<file path="src/rtl/bcd_arb_pkg.sv">
// Shared constants for the bin2bcd converter arbiter: state encoding and datapath widths.
package bcd_arb_pkg;

    localparam int unsigned BIN_W       = 14;
    localparam int unsigned BCD_W       = 16;
    localparam int unsigned BCD_MAX_DEF = 9_999;

    typedef logic [2:0] state_t;

    localparam state_t IDLE    = 3'd0;
    localparam state_t ISSUE   = 3'd1;
    localparam state_t WAIT    = 3'd2;
    localparam state_t RESPOND = 3'd3;
    localparam state_t ABORT   = 3'd4;

endpackage

</file>
<file path="src/rtl/rr_pick.sv">
// Combinational round-robin selector: first set request at or after ptr, wrapping.
module rr_pick #(
    parameter  int unsigned N_REQ = 2,
    localparam int unsigned PW    = $clog2(N_REQ)
) (
    input  logic [N_REQ-1:0] req,
    input  logic [PW-1:0]    ptr,
    output logic [PW-1:0]    idx,
    output logic             found
);

    int unsigned cand;

    always_comb begin
        idx   = '0;
        found = 1'b0;
        cand  = 0;
        for (int unsigned k = 0; k < N_REQ; k++) begin
            cand = (32'(ptr) + k) % N_REQ;
            if (!found && req[PW'(cand)]) begin
                found = 1'b1;
                idx   = PW'(cand);
            end
        end
    end

endmodule

</file>
<file path="src/rtl/bcd_conv_arbiter.sv">
// Round-robin arbiter sharing one sequential bin2bcd converter between N_REQ requesters,
// with operand clamping, start/done sequencing and a done watchdog.
module bcd_conv_arbiter
    import bcd_arb_pkg::*;
#(
    parameter int unsigned N_REQ          = 2,
    parameter int unsigned TIMEOUT_CYCLES = 1_000,
    parameter int unsigned BCD_MAX        = BCD_MAX_DEF
) (
    input  logic                   clk,
    input  logic                   reset,
    input  logic [N_REQ-1:0]       req,
    input  logic [BIN_W*N_REQ-1:0] bin_in,
    output logic [N_REQ-1:0]       ack,
    output logic [N_REQ-1:0]       err,
    output logic                   ovf,
    output logic [BCD_W-1:0]       bcd_out,
    output logic                   busy,
    output logic                   conv_start,
    output logic [BIN_W-1:0]       conv_bin,
    input  logic                   conv_ready,
    input  logic                   conv_done,
    input  logic [BCD_W-1:0]       conv_bcd
);

    localparam int unsigned PW   = $clog2(N_REQ);
    localparam int unsigned WD_W = (TIMEOUT_CYCLES > 2) ? $clog2(TIMEOUT_CYCLES) : 1;
    localparam logic [WD_W-1:0] WD_LIMIT = WD_W'(TIMEOUT_CYCLES - 1);

    state_t             state, state_next;
    logic [PW-1:0]      ptr, idx, pick_idx;
    logic               pick_found;
    logic [WD_W-1:0]    wd;
    logic               ovf_pending;
    logic [BIN_W-1:0]   op_sel, op_clamped;
    logic [N_REQ-1:0]   idx_onehot;
    logic               req_idx;

    logic [N_REQ-1:0]   ack_d, err_d;
    logic               ovf_d, start_d, busy_d;
    logic [BCD_W-1:0]   bcd_d;

    rr_pick #(.N_REQ(N_REQ)) u_pick (
        .req   (req),
        .ptr   (ptr),
        .idx   (pick_idx),
        .found (pick_found)
    );

    assign op_sel     = bin_in[32'(pick_idx)*BIN_W +: BIN_W];
    assign op_clamped = (32'(op_sel) > BCD_MAX) ? BIN_W'(BCD_MAX) : op_sel;
    assign idx_onehot = N_REQ'(1) << idx;
    assign req_idx    = req[idx];

    // State register
    always_ff @(posedge clk or negedge reset) begin
        if (!reset) state <= IDLE;
        else        state <= state_next;
    end

    // Next-state logic; done on the watchdog limit cycle wins over abort
    always_comb begin
        state_next = state;
        case (state)
            IDLE:    if (pick_found) state_next = ISSUE;
            ISSUE:   if (conv_ready) state_next = WAIT;
            WAIT: begin
                if (conv_done)           state_next = RESPOND;
                else if (wd == WD_LIMIT) state_next = ABORT;
            end
            RESPOND: state_next = IDLE;
            ABORT:   state_next = IDLE;
            default: state_next = IDLE;
        endcase
    end

    // Output decode on the transition so each registered pulse lines up with its state
    always_comb begin
        ack_d   = '0;
        err_d   = '0;
        ovf_d   = 1'b0;
        bcd_d   = bcd_out;
        start_d = (state == ISSUE) && (state_next == WAIT);
        busy_d  = (state_next != IDLE);
        if (state == WAIT && state_next == RESPOND && req_idx) begin
            ack_d = idx_onehot;
            ovf_d = ovf_pending;
            bcd_d = conv_bcd;
        end
        if (state == WAIT && state_next == ABORT && req_idx) begin
            err_d = idx_onehot;
        end
    end

    always_ff @(posedge clk or negedge reset) begin
        if (!reset) begin
            ack        <= '0;
            err        <= '0;
            ovf        <= 1'b0;
            bcd_out    <= '0;
            conv_start <= 1'b0;
            busy       <= 1'b0;
        end else begin
            ack        <= ack_d;
            err        <= err_d;
            ovf        <= ovf_d;
            bcd_out    <= bcd_d;
            conv_start <= start_d;
            busy       <= busy_d;
        end
    end

    // Grant latch, watchdog and round-robin pointer
    always_ff @(posedge clk or negedge reset) begin
        if (!reset) begin
            idx         <= '0;
            conv_bin    <= '0;
            ovf_pending <= 1'b0;
            wd          <= '0;
            ptr         <= '0;
        end else begin
            case (state)
                IDLE: begin
                    if (pick_found) begin
                        idx         <= pick_idx;
                        conv_bin    <= op_clamped;
                        ovf_pending <= (32'(op_sel) > BCD_MAX);
                    end
                end
                ISSUE:   if (conv_ready) wd <= '0;
                WAIT:    wd <= wd + WD_W'(1);
                RESPOND, ABORT: ptr <= (32'(idx) == N_REQ - 1) ? '0 : idx + PW'(1);
                default: ;
            endcase
        end
    end

endmodule

</file>
<file path="config.mk">
export PLATFORM = sky130hd
export DESIGN_NAME = bcd_conv_arbiter
export DESIGN_NICKNAME = d
export VERILOG_FILES = /design/src/rtl/bcd_arb_pkg.sv /design/src/rtl/rr_pick.sv /design/src/rtl/bcd_conv_arbiter.sv
export SDC_FILE = /design/constraint.sdc
export NUM_CORES = 1
export LEC_CHECK = 0
export BUFFER_PORTS_ARGS = -buffer_cell sky130_fd_sc_hd__buf_4
export CORE_UTILIZATION = 40
export CTS_CLUSTER_DIAMETER = 120
export DETAILED_ROUTE_END_ITERATION = 16
export PLACE_DENSITY = 0.63
export SYNTH_ARGS = -nofsm -noshare
export SYNTH_HDL_FRONTEND = slang
export SYNTH_SLANG_ARGS = --single-unit
</file>
<file path="constraint.sdc">
create_clock -name clk -period 2.75 [get_ports clk]
set_clock_uncertainty 0.2 [all_clocks]
set_input_delay 0.275 -clock clk [delete_from_list [all_inputs] [get_ports clk]]
set_output_delay 0.275 -clock clk [all_outputs]
set_load 0.01 [all_outputs]
</file>
==> reports/metrics.csv, run 1 <==
metric,value,unit
status,completed,
P_leak,1.658,nW
drt drc,0,
share of cells above drive strength 1,36.25,%
syn_nets,281,
register area,1326,µm²
Die Wd,81.77,µm
Post-Route Utilization,58.22,%
Worst Path Arrival,2330,ps
H-Tree Depth,2,
Core ar.,6026,µm²
clock transition at the registers of the reported paths,90,ps
Async SR Flop Fraction,100.0,%
Post-CTS Hold Buffers,16,
fin nets,381,
Root Driver,clkbuf_8,
Die Span Y,81.77,µm
Hold Path Cell Cnt,2,
ANT cells,0,
max_cap viols,0,
CP endpoint kind,register,
synthesized area per cell,11.06,µm²
# resized after CTS,0,
Synth area leader,dfrtp_1,
Post-Syn Area,2545,µm²
Post-DP HPWL,4.284,mm
Global Route Usage Sum,19.71,%
multi-input logic area,1134,µm²
Setup Viol. Count Final,0,
cell count after placement,382,
"Cell Count, Final, Fillers Out",406,
RSZ-0062 raised after global routing,no,
Slew HR,55.44,%
R2R cell count,4,
ratio of final minimum period to clock period,85.90,%
Peak VDD IR,0.0004461,V
mean number of vias per cell,5.293,
Starting Density,42.23,%
I/O pin count,87,
"FF+latch count, synth",53,
worst endpoint required time,2720,ps
TritonRoute pass-1 iters,4,
DP Worst Slack,410.6,ps
setup_tns,0,ps
crit path launch type,register,
post-CTS setup buffer count,0,
Post-synth EDFFs,0,
I/O Buffers,86,
Final min period,2362,ps
first-pass GRT wire length,9.963,mm
clk_lat worst skew,300,ps
total congestion overflow,0,
hold path start,conv_bcd[12],
Post-synth top flop,dfrtp_1,
Area Overhead vs Synth,37.86,%
critical path class,reg -> reg,
CTS tree,done,
Crit Path Max Fanout,16,
Yosys top cell area share,52.11,%
post-DR wirelength/cell,15.15,µm
post-synthesis sequential area ratio,52.11,%
worst-margin pin slew,668.3,ps
Fin. Hold Viols,0,
HP Class,in -> reg,
die area,6686,µm²
largest net degree at the start of global routing,54,
pwr dens,922.9,nW/µm²
first-iteration detailed-routing DRC count,117,
post-synth cell types,47,
GP Congestion,0.7946,
clock sinks,53,
Reg2Reg Setup Slack,390,ps
Filler Cell Count,562,
row count,28,
initial antenna violation count,0,
total CTS buffers,5,
gate count of the mapped netlist,230,
Reg-to-Reg Start,ptr,
fin worst setup slack,387.7,ps
yosys warns,0,
worst r2r dst,conv_bin[7],
final wirelength,6.152,mm
Longest Clk Path Bufs,2,
ANT nets after route,0,
via count,2149,
sink of the worst hold path,bcd_out[12],
Max Slew Vio Count,0,
vias in the first global route,2025,
Max Clock Freq,423.3,MHz
"top cells by area, synth","dfrtp_1 52%, mux2_4 4.7%, o211ai_1 4.1%",
placed cells by master (no fill, tap or decap), types with 2 or more instances in the layout:
master / count
buf_4: 89
dfrtp_1: 53
nand2_1: 22
nor2_1: 17
dlygate4sd3_1: 16
o211ai_1: 14
o21ai_0: 10
mux2_2: 9
mux2_4: 8
a211oi_1: 8
a21o_1: 7
mux2i_1: 7
nand3_1: 6
and3_1: 6
and2_1: 5
clkbuf_8: 5
nand4_1: 4
inv_1: 4
nor4_1: 3
nand2b_1: 3
o22ai_1: 3
o31ai_1: 3
nor3_1: 2
or2_2: 2
a31oi_1: 2
a21oi_1: 2
power by group:
group | switching [mW] | internal, mW
clock | 0.247 | 0.273
combinational | 0.660 | 0.756
sequential | 0.224 | 1.08
state kept, by name (all words and copies together) (netlist names):
name and flops:
ovf_pending 1, ptr 1, bcd_out 16, ack 2, busy 1, idx 1
err 2, conv_start 1, conv_bin 14, wd 10, ovf 1, state 3
cells by family after synthesis:
logic type	share of synthesized area (%)
AOI/OAI and AO/OA	15.93
xor gates and xnor gates	0.3442
and+or+nand+nor	16.32
DFF	52.11
adders and majority gates	0.4916
muxes	11.46
buffers and inverters	3.343
cells in the mapped netlist (2+ instances only):
cell type and n:
nand2_1 22, o22ai_1 3, o31ai_1 3, a21o_1 7, o21ai_0 10, a31oi_1 2, and3_1 6, or2_2 2
a211oi_1 8, nand4_1 4, mux2_2 9, o211ai_1 14, nor4_1 3, mux2i_1 7, buf_2 2, mux2_4 8
nor3_1 2, and2_1 5, a21oi_1 2, inv_1 4, nand3_1 6, clkbuf_1 6, dfrtp_1 53, nand2b_1 3
nor2_1 17
per-layer routing:
metal | vias to the layer above | track usage, % | share of wire (%)
met1 | 1038 | 28.52 | 47
li1 | 1038 | - | -
met2 | 66 | 30.41 | 47
met3 | 7 | 3.333 | 5.0
met4 | 0 | 5.263 | 1.1
met5 | - | 0 | 0
critical path: stages, from the launching register on:
cell and delay, ps:
dfrtp_1 400, nand2b_1 490, nand2_1 510, a31oi_1 470, a211oi_1 140
stage by stage:
stage | power [mW] | area (µm²) | hold slack [ps]
global placement | 2.686 | 3237 | 155.6
finish | 3.238 | 3508 | 15.31
CTS | 3.270 | 3508 | 9.817
global route | 3.473 | 3508 | 4.925
detailed placement | 2.718 | 3237 | 156.5
floorplan | 2.115 | 2545 | -220.6
area by class of cell:
| type | instances | share of cell area, % |
|---|---|---|
| clock buffer | 6 | 2.068 |
| clock inverter | 2 | 1.106 |
| inverter | 4 | 0.4280 |
| multi-input combinational | 161 | 32.31 |
| sequential | 53 | 37.80 |
| tap | 75 | 2.675 |
| timing repair buffer | 105 | 23.61 |
worst max-delay path by stage:
stage / cells past startpoint / startpoint / slack, ps / end
6_report: 4 / ptr / 390 / conv_bin[7]
5_1_grt: 4 / ptr / 150 / conv_bin[7]
2_1_floorplan: 7 / state[2] / 470 / bcd_out[10]
3_5_place_dp: 4 / ptr / 410 / conv_bin[5]
3_3_place_gp: 4 / ptr / 410 / conv_bin[4]
4_1_cts: 4 / ptr / 390 / conv_bin[7]
No activity file was read; power rests on OpenSTA's default activity.
==> run 2, diff against run 1 <==
--- a/config.mk
+++ b/config.mk
@@ -5,9 +5,10 @@
 export SDC_FILE = /design/constraint.sdc
 export NUM_CORES = 1
 export LEC_CHECK = 0
+export ABC_AREA = 1
 export BUFFER_PORTS_ARGS = -buffer_cell sky130_fd_sc_hd__buf_4
 export CORE_UTILIZATION = 40
-export CTS_CLUSTER_DIAMETER = 120
+export CTS_CLUSTER_DIAMETER = 40
 export DETAILED_ROUTE_END_ITERATION = 16
 export PLACE_DENSITY = 0.63
 export SYNTH_ARGS = -nofsm -noshare
==> reports/metrics.csv, run 2 <==
metric,value,unit,change
initial antenna violation count,0,,unchanged
cell count after placement,416,,+8.9%
syn_nets,311,,+11%
Die Wd,80.68,µm,-1.3%
Post-DP HPWL,3.867,mm,-9.7%
drt drc,0,,unchanged
fin nets,413,,+8.4%
mean number of vias per cell,4.648,,-12%
Post-Syn Area,2476,µm²,-2.7%
vias in the first global route,1997,,-1.4%
highest-count cells in the layout ignoring fill and taps,"87 x buf_4, 58 x nand2_1, 53 x dfrtp_1",,
Post-synth top flop,dfrtp_1,,
Post-synth EDFFs,0,,unchanged
P_leak,1.798,nW,+8.4%
post-synth cell types,31,,-34%
"Cell Count, Final, Fillers Out",438,,+7.9%
pwr dens,852.6,nW/µm²,-7.6%
CP cell instances,inv_1 > nand3_2 > inv_2 > nand3_4 > mux2_1,,
clock transition at the registers of the reported paths,100,ps,about the same
"top cells by area, synth","dfrtp_1 54%, nand2_1 8.8%, inv_1 4.4%",,
total CTS buffers,5,,unchanged
final wirelength,5.298,mm,-14%
Max Slew Vio Count,0,,unchanged
Critical-path top delay cell,dfrtp_1,,
Fin. Hold Viols,0,,unchanged
clock sinks,53,,unchanged
ratio of final minimum period to clock period,69.89,%,-16 points
"commonest non-fill, non-tap cell in the layout",buf_4,,
Starting Density,41.58,%,-0.66 points
Layout Cell Area excl Fill,3405,µm²,-3.0%
Synth area leader,dfrtp_1,,
Crit Path Max Fanout,19,,+3
worst-margin pin slew,646.6,ps,-21.72 ps
Async SR Flop Fraction,100.0,%,unchanged
Global Route Usage Sum,17.68,%,-2.0 points
post-DR wirelength/cell,12.10,µm,-20%
synthesized area per cell,9.524,µm²,-14%
placed instance area,3177,µm²,-1.9%
TritonRoute pass-1 iters,5,,+1
Setup Viol. Count Final,0,,unchanged
Worst Path Arrival,1910,ps,-420 ps
H-Tree Depth,2,,unchanged
Peak VDD IR,0.0004391,V,-1.6%
worst endpoint required time,2740,ps,+20 ps
clk_lat worst skew,300,ps,about the same
yosys warns,0,,unchanged
most frequent cell after synthesis,nand2_1,,
Critical Path Max Stage Delay,410,ps,-100 ps
crit path launch type,register,,
worst hold margin,9.121,ps,-6.193 ps
Core ar.,5956,µm²,-1.2%
CP endpoint kind,register,,
setup_tns,0,ps,unchanged
HP Class,in -> reg,,
Crit path max-delay family,simple AND/OR/NAND/NOR gates,,
"FF+latch count, synth",53,,unchanged
I/O pin count,87,,unchanged
Slew HR,56.89,%,+1.4 points
Worst Path Buf+Inv,2,,+2
total congestion overflow,0,,unchanged
Die Span Y,80.68,µm,-1.3%
largest net degree at the start of global routing,54,,unchanged
Reg2Reg Setup Slack,830,ps,+440 ps
fin worst setup slack,828.1,ps,+440.4 ps
row count,28,,unchanged
CTS tree,done,,
I/O Buffers,86,,unchanged
status,completed,,
largest registers,"bcd_out: 16 flops, conv_bin: 14 flops, wd: 10 flops",,
max reg flops,16,,unchanged
Final min period,1922,ps,-440.4 ps
critical path class,reg -> reg,,
die area,6509,µm²,-2.6%
ANT nets after route,0,,unchanged
"Most flops, register",bcd_out,,
first-pass GRT wire length,8.721,mm,-12%
gate count of the mapped netlist,260,,+13%
Root Driver,clkbuf_8,,
post-synthesis sequential area ratio,53.56,%,+1.4 points
ANT cells,0,,unchanged
RSZ-0062 raised after global routing,no,,
Longest Clk Path Bufs,2,,unchanged
Yosys top cell area share,53.56,%,+1.4 points
Max Clock Freq,520.3,MHz,+23%
"top cells by count, synth","58 x nand2_1, 53 x dfrtp_1, 29 x inv_1",,
via count,2036,,-5.3%
max_cap viols,0,,unchanged
DP Worst Slack,842.8,ps,+432.2 ps
Area Overhead vs Synth,37.49,%,
share of cells above drive strength 1,36.09,%,-0.17 points
GP Congestion,0.7850,,-1.2%
first-iteration detailed-routing DRC count,65,,-44%
## run 2: cell families (layout without fill, tap and decap cells)
kind of cell | count (synthesis) | after routing | share of synthesized area, %
AO/OA/AOI/OAI | 30 | 30 | 7.934
adder cells (fa/ha/maj) | 1 | 1 | 0.5052
buffers and inverters | 37 | 140 | 6.569
flip-flops | 53 | 53 | 53.56
multiplexers | 20 | 20 | 8.894
AND/OR/NAND/NOR | 119 | 119 | 22.54
## run 2: area by class of cell
| type | instances | area (µm²) |
|---|---|---|
| clock buffer | 6 | 72.57 |
| tap | 75 | 93.84 |
| clock inverter | 2 | 15.01 |
| multi-input combinational | 170 | 987.2 |
| inverter | 31 | 116.4 |
| sequential | 53 | 1326 |
| timing repair buffer | 101 | 793.3 |
| fill | 553 | 2551 |
## run 2: repair_timing
item,in CTS,in global routing
endpoints found under the hold margin,65,1
gates resized for setup,0,0
hold buffers,13,1
buffers inserted,0,0
## run 2: layer usage
layer / part of all wire (%) / up-vias / track usage [%]
met1: 46 / 924 / 21.70
li1: - / 1034 / -
met3: 7.6 / 6 / 5.455
met2: 46 / 72 / 29.83
met4: 1.0 / 0 / 4.821
met5: 0 / - / 0
## run 2: through the flow
step / power, mW / utilization (%)
floorplan: 1.942 / -
global placement: 2.453 / 53.34
detailed placement: 2.487 / 53.34
CTS: 2.940 / 57.00
global route: 3.142 / 57.16
finish: 2.903 / 57.16
## run 2: worst reg2reg max path: stages, from the launching register on
cell and delay [ps]:
dfrtp_1 410, inv_1 100, nand3_2 230, inv_2 220, nand3_4 250, mux2_1 400
## run 2: final timing paths
check / start / endpoint / depth (start not counted)
setup / recovery: state[2] / bcd_out[8] / 5
hold / removal: conv_bcd[4] / bcd_out[4] / 2
setup reg to reg: state[2] / bcd_out[8] / 5
hold reg to reg: conv_bin[12] / conv_bin[12] / 2
max in group asynchronous: reset / bcd_out[8] / 2
min in group asynchronous: reset / wd[9] / 2
## run 2: power by group
group | internal (mW) | switching [mW] | leakage, nW
Clock | 0.180 | 0.256 | 0.0374
Sequential | 1.05 | 0.158 | 0.671
Combinational | 0.619 | 0.637 | 1.09
Total | 1.85 | 1.05 | 1.80
